**src/rtl/fphub_pkg.sv**
```systemverilog
`default_nettype none
// ============================================================================
// Module      : fphub_pkg
// Description : Shared types and helpers for the HUB floating-point units:
//               format defaults, exponent bias, special-operand detection,
//               divider FSM states and operand classes.
// Revision    : 1.0 - initial release
// ============================================================================
package fphub_pkg;

  localparam int M_DEF = 23;
  localparam int E_DEF = 8;

  // Exponent bias of the HUB format is 2^(E-1).
  function automatic int bias_of(input int e_w);
    return 1 << (e_w - 1);
  endfunction

  localparam int BIAS = bias_of(E_DEF);

  typedef enum logic [1:0] {IDLE, DIV, DONE} state_t;

  // Result class decided when the operation is accepted.
  typedef enum logic [1:0] {CLS_NORM, CLS_ZERO, CLS_INF} cls_t;

  // Zero encoding: exponent field all zeros.
  function automatic logic exp_is_zero(input logic [31:0] ex);
    return ex == 32'd0;
  endfunction

  // Infinity encoding: exponent field all ones.
  function automatic logic exp_is_inf(input logic [31:0] ex, input int e_w);
    return ex == ((32'd1 << e_w) - 32'd1);
  endfunction

  // Special-operand priority for division: 0/x, x/0, inf/x, x/inf.
  function automatic cls_t div_classify(input logic [31:0] xe,
                                        input logic [31:0] ye,
                                        input int e_w);
    if (exp_is_zero(xe))           return CLS_ZERO;
    else if (exp_is_zero(ye))      return CLS_INF;
    else if (exp_is_inf(xe, e_w))  return CLS_INF;
    else if (exp_is_inf(ye, e_w))  return CLS_ZERO;
    else                           return CLS_NORM;
  endfunction

endpackage
`default_nettype wire

```
**src/rtl/fphub_div_core.sv**
```systemverilog
`default_nettype none
// ============================================================================
// Module      : fphub_div_core
// Description : Restoring radix-2 significand divider, one quotient bit per
//               step. load initialises the remainder and iteration counter;
//               done is high once the counter has reached zero.
// Revision    : 1.0 - initial release
// ============================================================================
module fphub_div_core #(
  parameter int M = 23
) (
  input  logic         clk,
  input  logic         rst_l,
  input  logic         load,
  input  logic         step,
  input  logic [M+2:0] dividend,
  input  logic [M+1:0] divisor,
  output logic [M-1:0] mant,
  output logic         done
);

  localparam int CW = $clog2(M + 1);

  logic [M+2:0] rem;
  logic [M+2:0] rem_nx;
  logic [M+2:0] dsr_ext;
  logic [M+1:0] dsr;
  logic [M-1:0] q;
  logic [CW-1:0] cnt;
  logic          ge;

  // Trial subtraction; the remainder is restored when it would go negative.
  always_comb begin
    dsr_ext = {1'b0, dsr};
    ge      = (rem >= dsr_ext);
    rem_nx  = ge ? (rem - dsr_ext) : rem;
  end

  // Remainder, divisor, quotient shift register and iteration counter.
  // The leading quotient 1 shifts out of q, leaving only the fraction bits.
  always_ff @(posedge clk or negedge rst_l) begin
    if (!rst_l) begin
      rem <= '0;
      dsr <= '0;
      q   <= '0;
      cnt <= '0;
    end else if (load) begin
      rem <= dividend;
      dsr <= divisor;
      q   <= '0;
      cnt <= CW'(M);
    end else if (step) begin
      rem <= rem_nx << 1;
      q   <= {q[M-2:0], ge};
      if (cnt != '0) cnt <= cnt - 1'b1;
    end
  end

  assign mant = q;
  assign done = (cnt == '0);

endmodule
`default_nettype wire

```
**src/rtl/fphub_div.sv**
```systemverilog
`default_nettype none
// ============================================================================
// Module      : fphub_div
// Description : Iterative HUB floating-point divider Z = X / Y. Handles sign,
//               special operands, exponent over/underflow and significand
//               pre-normalisation; the mantissa comes from fphub_div_core.
// Revision    : 1.0 - initial release
// ============================================================================
module fphub_div
  import fphub_pkg::*;
#(
  parameter int M = M_DEF,
  parameter int E = E_DEF
) (
  input  logic         clk,
  input  logic         rst_l,
  input  logic         start,
  input  logic [E+M:0] X,
  input  logic [E+M:0] Y,
  output logic [E+M:0] Z,
  output logic         finish,
  output logic         busy
);

  localparam int EW = E + 2;
  localparam logic signed [E+1:0] EXP_BIAS = EW'(bias_of(E));
  localparam logic signed [E+1:0] EXP_OVF  = EW'((1 << E) - 1);

  state_t state, state_nx;
  cls_t   op_cls, acc_cls, cls_r;

  logic [M+1:0]        sx, sy;
  logic [M+2:0]        dividend;
  logic                adj;
  logic signed [E+1:0] exp_calc;
  logic                sign_r;
  logic [E-1:0]        exp_r;
  logic                load, step, core_done;
  logic [M-1:0]        core_mant;

  // Operand decode: significands with both implicit ones, pre-normalisation,
  // biased exponent difference and final result class.
  always_comb begin
    sx       = {1'b1, X[M-1:0], 1'b1};
    sy       = {1'b1, Y[M-1:0], 1'b1};
    adj      = (sx < sy);
    dividend = adj ? {sx, 1'b0} : {1'b0, sx};
    exp_calc = $signed({2'b00, X[E+M-1:M]}) - $signed({2'b00, Y[E+M-1:M]})
             + EXP_BIAS - $signed({{(E+1){1'b0}}, adj});
    op_cls   = div_classify(32'(X[E+M-1:M]), 32'(Y[E+M-1:M]), E);
    if (op_cls != CLS_NORM)            acc_cls = op_cls;
    else if (exp_calc >= EXP_OVF)      acc_cls = CLS_INF;
    else if (exp_calc <= $signed({EW{1'b0}})) acc_cls = CLS_ZERO;
    else                               acc_cls = CLS_NORM;
  end

  // State register.
  always_ff @(posedge clk or negedge rst_l) begin
    if (!rst_l) state <= IDLE;
    else        state <= state_nx;
  end

  // Next-state and core control.
  always_comb begin
    state_nx = state;
    load     = 1'b0;
    step     = 1'b0;
    unique case (state)
      IDLE: begin
        if (start) begin
          load     = 1'b1;
          state_nx = (acc_cls == CLS_NORM) ? DIV : DONE;
        end
      end
      DIV: begin
        step = 1'b1;
        if (core_done) state_nx = DONE;
      end
      DONE:    state_nx = IDLE;
      default: state_nx = IDLE;
    endcase
  end

  // Operand latch at accept, result write in DONE, handshake outputs.
  always_ff @(posedge clk or negedge rst_l) begin
    if (!rst_l) begin
      sign_r <= 1'b0;
      exp_r  <= '0;
      cls_r  <= CLS_NORM;
      Z      <= '0;
      finish <= 1'b0;
      busy   <= 1'b0;
    end else begin
      finish <= (state == DONE);
      busy   <= (state != IDLE) || start;
      if (state == IDLE && start) begin
        sign_r <= X[E+M] ^ Y[E+M];
        exp_r  <= exp_calc[E-1:0];
        cls_r  <= acc_cls;
      end
      if (state == DONE) begin
        unique case (cls_r)
          CLS_ZERO: Z <= {sign_r, {E{1'b0}}, {M{1'b0}}};
          CLS_INF:  Z <= {sign_r, {E{1'b1}}, {M{1'b0}}};
          default:  Z <= {sign_r, exp_r, core_mant};
        endcase
      end
    end
  end

  fphub_div_core #(.M(M)) u_core (
    .clk      (clk),
    .rst_l    (rst_l),
    .load     (load),
    .step     (step),
    .dividend (dividend),
    .divisor  (sy),
    .mant     (core_mant),
    .done     (core_done)
  );

endmodule
`default_nettype wire

```
**config.mk**
```make
export PLATFORM = sky130hd
export DESIGN_NAME = fphub_div
export DESIGN_NICKNAME = d
export VERILOG_FILES = /design/src/rtl/fphub_pkg.sv /design/src/rtl/fphub_div_core.sv /design/src/rtl/fphub_div.sv
export SDC_FILE = /design/constraint.sdc
export NUM_CORES = 1
export LEC_CHECK = 0
export CAP_MARGIN = 10
export CELL_PAD_IN_SITES_DETAIL_PLACEMENT = 1
export CELL_PAD_IN_SITES_GLOBAL_PLACEMENT = 1
export CORE_MARGIN = 2
export CORE_UTILIZATION = 34
export DETAILED_ROUTE_END_ITERATION = 8
export PLACE_DENSITY = 0.76
export SLEW_MARGIN = 20
export SYNTH_ARGS = -nofsm -noshare
export SYNTH_HDL_FRONTEND = slang
export SYNTH_SLANG_ARGS = --single-unit
```
**constraint.sdc**
```tcl
create_clock -name clk -period 5 [get_ports clk]
set_input_delay 0.5 -clock clk [delete_from_list [all_inputs] [get_ports clk]]
set_output_delay 0.5 -clock clk [all_outputs]
set_load 0.02 [all_outputs]
```
# After elaboration in Yosys (flattened, before gate mapping)
# Cells that the tools add are included.
# op_classes
reduce_logical	14
bitwise	1
mul	0
muxes	24
add_sub_neg	5
magnitude_cmp	4
n_shift	0
n_div	0
eq_ne	8
# ops
op	count
26-bit 2-to-1 mux	3
31-bit one-hot mux with 2 select lines	1
23-bit 2-to-1 mux	2
26-bit by 25-bit greater-or-equal comparator with 1-bit output	1
25-bit < comparator	1
25-bit 2-to-1 mux	1
25-bit subtractor	1
8-bit equality test, second input constant	2
8-bit logical NOT	2
2-bit 2-to-1 mux	8
5-bit 2-to-1 mux	3
9-bit by 9-bit adder with 10-bit output, second input constant	1
10-bit by 9-bit greater-or-equal comparator with 1-bit output, second input constant	1
10-bit by 1-bit <= comparator with 1-bit output, second input constant	1
10-bit by 2-bit subtractor with 10-bit output	1
8-bit by 8-bit subtractor with 9-bit output	1
2-bit nonzero test	4
5-bit logical NOT	1
1-bit 2-to-1 mux	5
5-bit nonzero test	1
5-bit by 1-bit subtractor with 5-bit output, second input constant	1
2-bit by 1-bit equality test with 1-bit output, second input constant	2
2-bit equality test, second input constant	2
2-bit logical NOT	2
other kinds (6)	8
# word_totals
mem_bits_ro	0
latchBits	0
n_memories	0
ram_bits	0
out_inout_bits	34
reg_bits	126
word_cells	67
input_bits	67

# Longest topological paths before layout
# logic_depth
depth_word	11
depth_mapped	21

# Modules after synthesis
# A second synthesis with hierarchy kept.
# hier_totals
cells_unflattened	957
hier_area_um2	8461.9
# by_module_without_submodules
module	n_inst	area_each_um2	cells_each
fphub_div_core	1	4941.0	549
fphub_div	1	3520.9	408

# Worst setup path after synthesis
# No wires, ideal clock.
# synth_path
path_kind	input -> register
start	input Y[11]
end	register cls_r[1]
arrival_time_ps	4017
setup_slack_ps	858
cell_stages	21
n_path_buf	2
cell_sequence	inv_1 -> ha_1 -> and4_1 -> nor3b_1 -> a32oi_1 -> o211ai_1 -> a21oi_2 -> buf_4 -> buf_4 -> ha_1 -> inv_1 -> ha_1 -> fa_1 -> a21o_1 -> a21oi_1 -> o21ai_0 -> a221o_1 -> o211a_1 -> inv_1 -> o21ai_0 -> mux2_2
# synth_via
elab_chain_len	5
# synth_lines
item	line_no	rtl
start: declaration	fphub_div.sv:19	input logic [E+M:0] Y,
25-bit < comparator	fphub_div.sv:46	adj = (sx < sy);
10-bit by 2-bit subtractor with 10-bit output	fphub_div.sv:49	+ EXP_BIAS - $signed({{(E+1){1'b0}}, adj});
10-bit by 9-bit greater-or-equal comparator with 1-bit output	fphub_div.sv:52	else if (exp_calc >= EXP_OVF) acc_cls = CLS_INF;
2-bit 2-to-1 mux	fphub_div.sv:52	
2-bit 2-to-1 mux	fphub_div.sv:51	if (op_cls != CLS_NORM) acc_cls = op_cls;
end signal: assignment	fphub_div.sv:99	cls_r <= acc_cls;
end: declaration	fphub_div.sv:30	cls_t op_cls, acc_cls, cls_r;
# Every way passes these cells.
# A chain may end at the register's enable or synchronous reset.

# Final worst setup path
# layout_path
start	input Y[11]
end	register state[0]
# layout_via
elab_chain_len	10
word_cells_on_any_way	11
# layout_lines
item	line_no	rtl
25-bit < comparator *	fphub_div.sv:46	
10-bit by 2-bit subtractor with 10-bit output *	fphub_div.sv:49	
10-bit by 1-bit <= comparator with 1-bit output	fphub_div.sv:53	else if (exp_calc <= $signed({EW{1'b0}})) acc_cls = CLS_ZERO;
1-bit 2-to-1 mux	fphub_div.sv:53	
2-bit 2-to-1 mux *	fphub_div.sv:52	
2-bit 2-to-1 mux *	fphub_div.sv:51	
2-bit logical NOT *	fphub_div.sv:72	state_nx = (acc_cls == CLS_NORM) ? DIV : DONE;
2-bit 2-to-1 mux *	fphub_div.sv:72	
2-bit 2-to-1 mux *	fphub_div.sv:70	if (start) begin
2-bit one-hot mux with 2 select lines *	fphub_div.sv:68	unique case (state)
end signal: assignment	fphub_div.sv:60	else state <= state_nx;
end: declaration	fphub_div.sv:29	state_t state, state_nx;
# Mark *: on every way between the ends. The rest lies on a longest branch, timed or not. The select of a mux whose other input is x is not followed.

==> impl_metrics.tcl <==
set metrics [dict create \
    status "finished, final reports clean" \
    nFillCells 2820 \
    ir_worst_vdd_v 0.000278 \
    nets 1171 \
    fin_skew_ps 8.63 \
    power_density_mw_per_mm2 648 \
    switching_share_pct 47.0 \
    fin_util_pct 42.5 \
    grt_pass1_wl_um 38700 \
    clk_latency_ps 430 \
    crit_end "state[0]" \
    cts-buffers-inserted 17 \
    cts_sinks 125 \
    regArea_mm2 0.00313 \
    cts.path.max_buffers 2 \
    cp-start-kind "input port" \
    antenna_found_initial 0 \
    drt_iter0_drc 235 \
    r2r_slack_ps 1640 \
    setup_viol 0 \
    min_period_ps 4310 \
    final_common_cell "nand2_1" \
    dp_hpwl_um 16300 \
    die-area_mm2 0.0253 \
    ys.flop_type "dfrtp_1" \
    grt_pass1_vias 7642 \
    coreArea_mm2 0.0235 \
    cts_root_buf "clkbuf_16" \
    cts_tree "done" \
    syn_nets 1088 \
    crit_fanout 4 \
    grt_overflow 0 \
    initial_utilization_pct 34.7 \
    ios 101 \
    syn-instance-count 952 \
    cap_violations 0 \
    ff2ff_path_depth 10 \
    n_antenna_cell 0 \
    pwr-share-clk_pct 18.9 \
    h-tree-depth 4 \
    dpl_worst_slack_ps 244 \
    grt_max_degree 92 \
    critPathKind "in -> reg" \
    p_int_mw 3.44 \
    fin_ws_ps 694 \
    drcViolationCount 0 \
    area_growth_pct 22.7 \
    ys_types 74 \
    multi_input_area_mm2 0.00457 \
    row_count 56 \
    layout_common_cells "nand2_1 (191), dfrtp_1 (125), o21ai_0 (110), clkdlybuf4s50_1 (99), inv_1 (73)" \
    power_switching_mw 3.05 \
    r2r_end "u_core.rem[4]" \
    wire_per_inst_um 16.8 \
    drive_gt1_share_pct 7.73 \
    vias 7096 \
    cp-startpoint "Y[11]" \
    p_leak_nw 4.44 \
    die_y_um 159 \
    synth_edf_count 0 \
    clk_pin_slew_ps 70 \
    fin_crit_sh_pct 86.1 \
    ant_nets 0 \
    arrival_ps 4620 \
    ys_async_sr_fraction_pct 100 \
    grt_usage_pct 18.6 \
    crit_required_ps 5320 \
    ys_seq_elements 125 \
    ys_seq_area_share_pct 38.3 \
    totalWireLength_um 22900 \
    syn_area_mm2 0.00816 \
    post_cts_buffers 0 \
    die_x_um 159 \
    drt_first_pass_iters 4 \
    numPortBuffers 100 \
    final-max-slew-violation-count 0 \
    pwr-share-comb_pct 57.6 \
    slew-limit-headroom_pct 35.8 \
    synth.avg_cell_area_um2 8.57 \
    fmax_mhz 232 \
    ctsHoldBuffers 0 \
    yosysWarnings 0 \
    end_kind "register" \
    place_congestion 0.825 \
    cts_resized 0 \
    grt_setup_unrepaired "no" \
    hold_viol 0 \
    tightestPinTransition_ps 962 \
    pwr-share-seq_pct 23.5 \
    setup_tns_ps 0 \
    via_per_inst 5.19 \
    reg2reg_from "u_core.rem[17]" \
    hold_slack_ps 157 \
    hold_path.class "in -> async" \
]
[registers in the layout, indices dropped and copies added, names as in the netlist]
register and flops:
Z 32, u_core.rem 26, u_core.dsr 24, u_core.mant 23, exp_r 8, u_core.cnt 5, cls_r 2, state 2
busy 1, finish 1, sign_r 1
[how the worst min path moves through the flow]
stage,slack (ps),end,start
2_1_floorplan,200,Z[0],rst_l
3_3_place_gp,460,sign_r,sign_r
3_5_place_dp,470,exp_r[5],exp_r[5]
4_1_cts,180,u_core.dsr[9],rst_l
5_1_grt,210,u_core.dsr[10],rst_l
6_report,160,u_core.dsr[10],rst_l
[cell families (layout without fill, tap and decap cells)]
group / count (synthesis) / in the layout / synth area share, %
XOR/XNOR: 33 / 33 / 3.54
multiplexers: 26 / 26 / 3.36
buffers and inverters: 118 / 214 / 6.02
AO/OA/AOI/OAI: 260 / 260 / 19.9
AND/OR/NAND/NOR: 321 / 321 / 18.0
flip-flops: 125 / 125 / 38.3
adder cells (fa/ha/maj): 69 / 69 / 10.9
[final cells by class]
cell class / count / share of cell area, %
clock buffer: 17 / 4.25
multi-input combinational: 709 / 45.6
timing repair buffer: 109 / 10.6
tap: 319 / 3.99
sequential: 125 / 31.2
clock inverter: 15 / 1.51
inverter: 73 / 2.74
[worst max-delay path, cell delays in order]
cell             delay, ps
clkdlybuf4s50_1        480
inv_1                   50
ha_1                   300
and4_1                 230
nor3b_1                150
a32oi_1                190
o211ai_1               210
a21oi_4                180
ha_1                   160
inv_1                   40
ha_1                   200
fa_1                   410
a21o_1                 170
a21oi_1                200
o21ai_0                140
o21ai_0                140
xor2_1                 320
and4_1                 260
nor2_1                  70
a31o_2                 220
[power groups by stage]
stage                     Sequential [mW]  Combinational [mW]  Clock [mW]
after floorplan                      1.54                2.83           0
after global placement               1.53                3.61           0
after detailed placement             1.54                3.70           0
after CTS                            1.52                3.75        1.25
after global routing                 1.56                4.19        1.28
final                                1.52                3.74        1.23
[routing by layer]
layer	track usage, %	part of all wire (%)	up-vias
li1	-	-	3478
met1	23.3	47	3465
met2	32.9	49	117
met3	3.02	2.7	36
met4	6.16	2.1	0
met5	0	0	-
[cell usage after synthesis, drive strengths merged, types with 8 or more instances]
cell / count / area, µm²
a21o: 13 / 97.6
a21oi: 61 / 313
a31oi: 8 / 65.1
and3: 8 / 50.1
buf: 16 / 105
clkbuf: 29 / 113
dfrtp: 125 / 3130
ha: 66 / 826
inv: 73 / 274
mux2: 11 / 124
mux2i: 15 / 150
nand2: 191 / 717
nand2b: 8 / 50.1
nand3: 21 / 105
nand4: 11 / 75.1
nor2: 36 / 138
nor2b: 10 / 62.6
nor3: 11 / 55.1
o21ai: 117 / 608
xnor2: 18 / 158
xor2: 15 / 131
[stage by stage]
step | cells | power (mW) | cell area, µm²
after floorplan | 952 | 4.36 | 8160
after global placement | 1335 | 5.14 | 9430
after detailed placement | 1335 | 5.24 | 9430
after CTS | 1367 | 6.52 | 10000
after global routing | 1367 | 7.03 | 10000
final | 1367 | 6.49 | 10000
No activity file was read; power rests on OpenSTA's default activity.
